[src/rtl/mul32_seq.sv]
// mul32_seq: 32x32 -> 64 shift-add multiplier, signed or unsigned, with a block-CLA adder.
// Latency: out_valid is up in the 34th cycle after the accept cycle (32 CALC + 1 FIX + DONE).
// Backpressure: in_ready only in IDLE; DONE holds prod/out_valid until out_ready.
module bcla32_tree (
    input  logic [31:0] a,
    input  logic [31:0] b,
    input  logic        cin,
    output logic [31:0] sum,
    output logic        cout
);
    function automatic logic [1:0] gp4(input logic [3:0] g, input logic [3:0] p);
        logic [1:0] r;
        r[1] = g[3] | (p[3] & g[2]) | (p[3] & p[2] & g[1]) | (p[3] & p[2] & p[1] & g[0]);
        r[0] = &p;
        return r;
    endfunction

    always_comb begin : cla
        logic [31:0] g, p, c;
        logic [7:0]  bg, bp, bc;
        logic [1:0]  gg, gp, gc;
        logic [1:0]  t;
        g = a & b;
        p = a ^ b;
        // Level 1: 4-bit blocks; level 2: two 16-bit groups of four blocks.
        for (int k = 0; k < 8; k++) begin
            t     = gp4(g[4*k +: 4], p[4*k +: 4]);
            bg[k] = t[1];
            bp[k] = t[0];
        end
        for (int j = 0; j < 2; j++) begin
            t     = gp4(bg[4*j +: 4], bp[4*j +: 4]);
            gg[j] = t[1];
            gp[j] = t[0];
        end
        gc[0] = cin;
        gc[1] = gg[0] | (gp[0] & cin);
        cout  = gg[1] | (gp[1] & gc[1]);
        for (int j = 0; j < 2; j++) begin
            bc[4*j] = gc[j];
            for (int i = 0; i < 3; i++)
                bc[4*j+i+1] = bg[4*j+i] | (bp[4*j+i] & bc[4*j+i]);
        end
        for (int k = 0; k < 8; k++) begin
            c[4*k] = bc[k];
            for (int i = 0; i < 3; i++)
                c[4*k+i+1] = g[4*k+i] | (p[4*k+i] & c[4*k+i]);
        end
        sum = p ^ c;
    end
endmodule

module mul32_seq #(
    parameter int SIGNED_EN = 1
) (
    input  logic        clk,
    input  logic        rst,
    input  logic        in_valid,
    output logic        in_ready,
    input  logic [31:0] a,
    input  logic [31:0] b,
    input  logic        is_signed,
    output logic        out_valid,
    input  logic        out_ready,
    output logic [63:0] prod
);
    typedef enum logic [1:0] {IDLE, CALC, FIX, DONE} state_t;

    state_t      state_q, state_d;
    logic [31:0] mcand_q, mcand_d;
    logic [31:0] hi_q, hi_d;
    logic [31:0] lo_q, lo_d;
    logic [5:0]  cnt_q, cnt_d;
    logic        neg_q, neg_d;
    logic [63:0] prod_q, prod_d;

    logic        sgn_mode;
    logic [31:0] add_b, add_s;
    logic        add_c;

    assign sgn_mode = (SIGNED_EN != 0) && is_signed;
    assign add_b    = lo_q[0] ? mcand_q : 32'd0;
    assign prod     = prod_q;

    bcla32_tree u_add (
        .a    (hi_q),
        .b    (add_b),
        .cin  (1'b0),
        .sum  (add_s),
        .cout (add_c)
    );

    always_comb begin
        state_d   = state_q;
        mcand_d   = mcand_q;
        hi_d      = hi_q;
        lo_d      = lo_q;
        cnt_d     = cnt_q;
        neg_d     = neg_q;
        prod_d    = prod_q;
        in_ready  = 1'b0;
        out_valid = 1'b0;
        case (state_q)
            IDLE: begin
                in_ready = 1'b1;
                if (in_valid) begin
                    // 0x80000000 negates to itself, which is its correct unsigned magnitude.
                    mcand_d = (sgn_mode && a[31]) ? (~a + 32'd1) : a;
                    lo_d    = (sgn_mode && b[31]) ? (~b + 32'd1) : b;
                    hi_d    = 32'd0;
                    cnt_d   = 6'd0;
                    neg_d   = sgn_mode && (a[31] ^ b[31]);
                    state_d = CALC;
                end
            end
            CALC: begin
                {hi_d, lo_d} = {add_c, add_s, lo_q[31:1]};
                cnt_d        = cnt_q + 6'd1;
                if (cnt_q == 6'd31)
                    state_d = FIX;
            end
            FIX: begin
                prod_d  = neg_q ? (~{hi_q, lo_q} + 64'd1) : {hi_q, lo_q};
                state_d = DONE;
            end
            DONE: begin
                out_valid = 1'b1;
                if (out_ready)
                    state_d = IDLE;
            end
            default: state_d = IDLE;
        endcase
    end

    always_ff @(posedge clk) begin
        if (rst) begin
            state_q <= IDLE;
            mcand_q <= 32'd0;
            hi_q    <= 32'd0;
            lo_q    <= 32'd0;
            cnt_q   <= 6'd0;
            neg_q   <= 1'b0;
            prod_q  <= 64'd0;
        end else begin
            state_q <= state_d;
            mcand_q <= mcand_d;
            hi_q    <= hi_d;
            lo_q    <= lo_d;
            cnt_q   <= cnt_d;
            neg_q   <= neg_d;
            prod_q  <= prod_d;
        end
    end
endmodule

[config.mk]
export PLATFORM = sky130hd
export DESIGN_NAME = mul32_seq
export DESIGN_NICKNAME = d
export VERILOG_FILES = /design/src/rtl/mul32_seq.sv
export SDC_FILE = /design/constraint.sdc
export NUM_CORES = 1
export LEC_CHECK = 0
export CAP_MARGIN = 20
export CORE_AREA = 2 2 178 215
export CTS_CLUSTER_DIAMETER = 30
export CTS_CLUSTER_SIZE = 10
export DETAILED_ROUTE_END_ITERATION = 6
export DIE_AREA = 0 0 180 217
export DONT_BUFFER_PORTS = 1
export GPL_ROUTABILITY_DRIVEN = 0
export HOLD_SLACK_MARGIN = 0.15
export PLACE_DENSITY = 0.46
export SYNTH_ARGS = -nofsm -noshare
export SYNTH_HDL_FRONTEND = slang
export SYNTH_HIERARCHICAL = 1
export SYNTH_SLANG_ARGS = --single-unit
export TNS_END_PERCENT = 100
[constraint.sdc]
create_clock -name clk -period 5.1 [get_ports clk]
set_input_delay 0.765 -clock clk [delete_from_list [all_inputs] [get_ports clk]]
set_output_delay 0.765 -clock clk [all_outputs]
set_load 0.02 [all_outputs]
# Word-level counts from Yosys, hierarchy flattened
# Cells that the tools add are included.
word_totals:
  latchBits: 0
  mem_bits_ro: 0
  mem_count: 0
  mem_bits_rw: 0
  register_bits: 169
op_classes:
  n_eq_ne: 7
  n_mux: 16
  n_reduce_logical: 16
  order_cmp: 0
  addsub: 4
  div_mod_pow: 0
  shift: 0
  bitwise: 145
  n_mul: 0
op_table:
  columns: ["operator", "n"]
  rows:
  - ["$mux W32", 5]
  - ["$pmux W32 S2", 2]
  - ["$and A1 B1 Y1", 79]
  - ["$add A32 B1 Y32 const B", 2]
  - ["$add A64 B1 Y64 const B", 1]
  - ["$mux W64", 1]
  - ["$not A32 Y32", 2]
  - ["$not A64 Y64", 1]
  - ["$xor A32 B32 Y32", 2]
  - ["$or A1 B1 Y1", 59]
  - ["$and A32 B32 Y32", 1]
  - ["$reduce_and A4 Y1", 7]
  - ["$reduce_and A16 Y1", 1]
  - ["$pmux W6 S2", 1]
  - ["$pmux W2 S4", 1]
  - ["$add A6 B1 Y6 const B", 1]
  - ["$eq A6 B5 Y1 const B", 1]
  - ["$mux W2", 3]
  - ["$mux W6", 1]
  - ["$ne A2 B2 Y1 const B", 3]
  - ["$eq A2 B2 Y1 const B", 2]
  - ["$reduce_and A2 Y1", 2]
  - ["$logic_and A1 B1 Y1", 3]
  - ["$reduce_and A3 Y1", 1]
  - ["5 further kinds", 6]

# Logic depth before layout (Yosys ltp)
depth:
  depth_word: 24
  ltp_mapped: 17
  ltp_nobuf: 15

# Cells and area by module
# Netlist, hierarchy kept.
by_module_without_submodules:
  columns: ["mod", "area_each_um2", "cells_each", "instances", "seq_area_each_um2"]
  rows:
  - ["mul32_seq", 9544.2, 1187, 1, 3383.2]
  - ["bcla32_tree", 1377.6, 141, 1, 0.0]

# Worst setup path before layout
# OpenSTA, ideal clock, no wires.
synth_timing:
  path_type: "register -> register"
  from: "register lo_q[0]"
  to: "register hi_q[30]"
  path_stages_with_launch: 16
  setup_ns: 0.128
  path_buffers: 2
  period_less_slack_ns: 3.646
  path_slack_ns: 1.454
  arrival_ns: 3.518
  t_required_ns: 4.972
  cell_sequence: "dfxtp_1 > buf_2 > clkbuf_1 > and2_1 > ha_1 > a21o_1 > a21o_1 > a21o_1 > a221o_1 > a21o_1 > fa_1 > fa_1 > fa_1 > xor2_1 > a22oi_1 > nor2_1"
synth_via:
  word_cells_on_any_way: 87
  classes_between: "mux (2); bitwise (79); reduce/logical (6)"
synth_rtl:
  columns: ["item", "line_no", "text"]
  rows:
  - ["start: declaration", "72", "logic [31:0] lo_q, lo_d;"]
  - ["start signal: assignment", "148", "lo_q <= lo_d;"]
  - ["$mux W32 (*)", "82", "assign add_b = lo_q[0] ? mcand_q : 32'd0;"]
  - ["named net add_b[21]", "78", "logic [31:0] add_b, add_s;"]
  - ["$and A32 B32 Y32 / $xor A32 B32 Y32 (equally long branches)", "23, 24", null]
  - ["$and A1 B1 Y1", "13", "r[1] = g[3] | (p[3] & g[2]) | (p[3] & p[2] & g[1]) | (p[3] & p[2] & p[1] & g[0]);"]
  - ["$or A1 B1 Y1 / $and A1 B1 Y1 (equally long branches)", "13", null]
  - ["$or A1 B1 Y1", "13", null]
  - ["$or A1 B1 Y1 (*)", "42", "bc[4*j+i+1] = bg[4*j+i] | (bp[4*j+i] & bc[4*j+i]);"]
  - ["$and A1 B1 Y1 (*)", "42", null]
  - ["(+2 left out)", null, null]
  - ["$or A1 B1 Y1 (*)", "47", "c[4*k+i+1] = g[4*k+i] | (p[4*k+i] & c[4*k+i]);"]
  - ["$and A1 B1 Y1 (*)", "47", null]
  - ["$or A1 B1 Y1 (*)", "47", null]
  - ["$and A1 B1 Y1 (*)", "47", null]
  - ["$or A1 B1 Y1 (*)", "47", null]
  - ["$xor A32 B32 Y32 (*)", "49", "sum = p ^ c;"]
  - ["named net add_s[31]", "78", null]
  - ["$pmux W32 S2 (*)", "103", "case (state_q)"]
  - ["end signal: assignment", "147", "hi_q <= hi_d;"]
  - ["end: declaration", "71", "logic [31:0] hi_q, hi_d;"]
# Mark *: on every way through the listed nets, which the timed path passes. The rest lies on a longest branch.
# A chain may end at the register's enable or synchronous reset.

# Worst setup path after layout
layout_timing:
  from: "register lo_q[0]"
  to: "register hi_q[26]"
layout_via:
  word_cells_on_any_way: 76
  classes_between: "mux (2); bitwise (69); reduce/logical (5)"
layout_rtl:
  columns: ["item", "line_no", "text"]
  rows:
  - ["$mux W32 (*)", "82", null]
  - ["named net add_b[7]", "78", null]
  - ["$xor A32 B32 Y32", "24", "p = a ^ b;"]
  - ["$and A1 B1 Y1", "13", null]
  - ["$or A1 B1 Y1 / $and A1 B1 Y1 (equally long branches) (2 in series)", "13", null]
  - ["$or A1 B1 Y1", "13", null]
  - ["$and A1 B1 Y1", "13", null]
  - ["$or A1 B1 Y1", "13", null]
  - ["(+6 left out)", null, null]
  - ["$or A1 B1 Y1 (*)", "47", null]
  - ["$and A1 B1 Y1 (*)", "47", null]
  - ["$or A1 B1 Y1 (*)", "47", null]
  - ["$and A1 B1 Y1 (*)", "47", null]
  - ["$or A1 B1 Y1 (*)", "47", null]
  - ["$xor A32 B32 Y32 (*)", "49", null]
  - ["named net add_s[27]", "78", null]
  - ["$pmux W32 S2 (*)", "103", null]
# Marks and branches as above.

==> impl_metrics.csv <==
group,metric,value,unit
floorplanning,design.core.area,37200,sq um
placement,dp.cells,1727,
route,viasPerCell,5.55,
layout,design_area,11900,sq um
worst_setup_path,r2r_end,"hi_q[26]",
clock_network,clock_latency,460,ps
route,top_layer,"met4",
layout,syn2layout_area_growth,8.82,%
synth,ys_top_cells_by_area,"dfxtp_1 31%, nor2_1 5.2%, xor2_1 4.8%",
synth,ys_ff_latch,169,
min_path,min_from,"rst",
layout,utilization,0.320,
route,route.met3.wl,1.78,mm
timing,final_hold_viol_count,0,
worst_setup_path,cp.required,5450,ps
synth,yosysUniqueCellTypes,70,
worst_setup_path,cp_max_fo,18,
clock_network,clk_pin_slew_worst_paths,80,ps
grt,grtUsageTotal,0.184,
grt,antenna_found_initial,0,
timing,max-slew-margin-rel,0.272,
grt,grt_pass1_wl,56.3,mm
route,drt_wl_total,35.7,mm
timing,slew_violations,0,
worst_setup_path,critical_path_class,"register to register",
floorplanning,die_w,180,um
synth,yosysTopAreaCellShare,0.310,
floorplanning,dieArea,39100,sq um
floorplanning,fp.dieH,217,um
clock_network,postCtsResizedCells,0,
route,firstDrtPassIters,7,
route,ant_nets,0,
layout,layoutNonFillerInstCount,1761,
synth,synthTopCellsByCount,"169 x dfxtp_1, 150 x nor2_1, 85 x clkbuf_1",
floorplanning,row_count,78,
timing,tns,0,ps
clock_network,htreeDepth,4,
placement,hpwl,26.2,mm
worst_setup_path,crit_arrival,4130,ps
grt,grt_overflow,0,
worst_setup_path,end_kind,"register",
route,vias,9776,
worst_setup_path,reg2reg_slack,1320,ps
pwr,p_total,0.00523,W
synth,synth_edf_count,0,
placement,place.port_buffers,0,
timing,grt_setup_unrepaired,"no",
layout,antenna_cells,0,
synth,synth_most_common_cell,"dfxtp_1",
route,wl_per_cell,20.3,um
timing,fin_skew,14.1,ps
job,cap_violations,0,
placement,postPlaceCellArea,11300,sq um
clock_network,cts_tree,"built",
worst_setup_path,startpoint_type,"register",
pwr,vdd_drop_max,0.267,mV
synth,synth_area,10900,sq um
timing,fmax,264,MHz
clock_network,ctsHoldBuffers,0,
layout,nets,1401,
timing,setup_viol,0,
worst_setup_path,critPathLaunch,"lo_q[0]",
route,drc,4,
worst_setup_path,timing.rr.start,"lo_q[0]",
timing,fin_crit,3780,ps
clock_network,clock_sinks,169,
pwr,p_leak,4.41,nW
clock_network,cts_max_path_buffers,2,
route,met1Wirelength,14.6,mm
synth,syn_area_per_cell,8.22,sq um
synth,ys.flop_type,"dfxtp_1",
timing,finalCritPeriodShare,0.742,
route,first_iter_violations,519,
worst_setup_path,r2r_cells,14,
floorplanning,io_pins,135,
floorplanning,initial_utilization,0.294,
route,wl_met2,18.0,mm
grt,grt_pass1_vias,9506,
pwr,powerDensity,440,nW/um^2
worst_setup_path,critPathCapture,"hi_q[26]",
synth,yosysWarningCount,6,
layout,drive_gt1_frac,0.0609,
clock_network,cts-buffers-inserted,17,
min_path,worst_hold_path_type,"input pin to register",
synth,ys_seq_area_frac,0.310,
timing,worst_pin_slew,1080,ps
synth,synthCells,1328,
clock_network,clock-root-buffer,"clkbuf_16",
run_status,failed_checks,"DRC",
synth,async_flop_share,0,
clock_network,cts_setup_buffers,0,
grt,grt_max_degree,145,
synth,yosysTopAreaCell,"dfxtp_1",
run_status,status,"finished with violations",
worst max-delay path, stage by stage, from the launching register on:
cell and delay [ps]:
dfxtp_1 310, buf_4 180, and2_1 170, ha_1 340, and3_1 220, and2_1 150
o21ai_0 270, nand4_1 210, a21o_2 260, fa_1 370, fa_1 390, fa_1 380
xor2_1 170, a22oi_1 190, nor2_1 60
flip-flops by register name, summed over array words and instances (netlist names):
signal   cells
neg_q        1
lo_q        32
hi_q        32
state_q      2
prod        64
mcand_q     32
cnt_q        6
cell usage in the layout (no fill, tap or decap), types with 22 or more instances in the layout:
cell	synthesis	routed
dfxtp_1	169	169
nor2_1	150	149
nand2_1	68	68
xor2_1	60	60
a21oi_1	49	49
a211oi_1	48	48
o21ai_0	45	45
inv_1	43	43
and2_1	41	40
nor3_1	38	38
ha_1	40	38
xnor2_1	36	36
a22oi_1	34	34
nand3_1	34	34
nand4_1	30	30
nor4_1	25	25
fa_1	24	24
o31ai_1	22	22
report_power, final:
part	switching (W)	total [W]	internal (W)
Clock	0.000630	0.00128	0.000648
Combinational	0.00125	0.00190	0.000650
Sequential	0.000448	0.00205	0.00161
Total	0.00232	0.00523	0.00290
cell families (layout without fill, tap and decap cells):
kind of cell,Yosys count,in the layout,share of synthesized area
buf+inv,147,99,0.0509
simple gates,495,495,0.233
fa+ha+maj,64,64,0.0898
compound gates,345,345,0.228
mux,11,11,0.0105
other cells,1,2,0.000343
flops,169,169,0.310
xor+xnor,96,96,0.0770
final cells by class:
type | instances | area (sq um)
clock buffers | 18 | 439
clock inverters | 14 | 114
fillers | 3957 | 25300
inverters | 45 | 169
multi-input cells | 1013 | 7010
flip-flops and latches | 169 | 3380
well taps | 480 | 601
repair buffers | 22 | 169
how the worst min path moves through the flow:
stage	to	slack (ps)	depth (start not counted)
final	state_q[1]	400	1
after global placement	mcand_q[30]	440	2
after floorplan	mcand_q[30]	430	2
after CTS	state_q[1]	370	1
after global routing	state_q[1]	390	1
after detailed placement	mcand_q[30]	450	2
per-stage QoR:
stage / hold WS, ps / setup slack [ps]
6_report: 399 / 1320
4_1_cts: 368 / 1330
3_3_place_gp: 444 / 1390
2_1_floorplan: 425 / 1450
5_1_grt: 387 / 1120
3_5_place_dp: 451 / 1330
layer usage:
metal	GRT usage	vias up
met5	0	-
met4	0.0862	0
met3	0.0366	54
met2	0.327	231
met1	0.210	4687
li1	-	4804
Note: power is estimated with default switching activity, not from simulation.
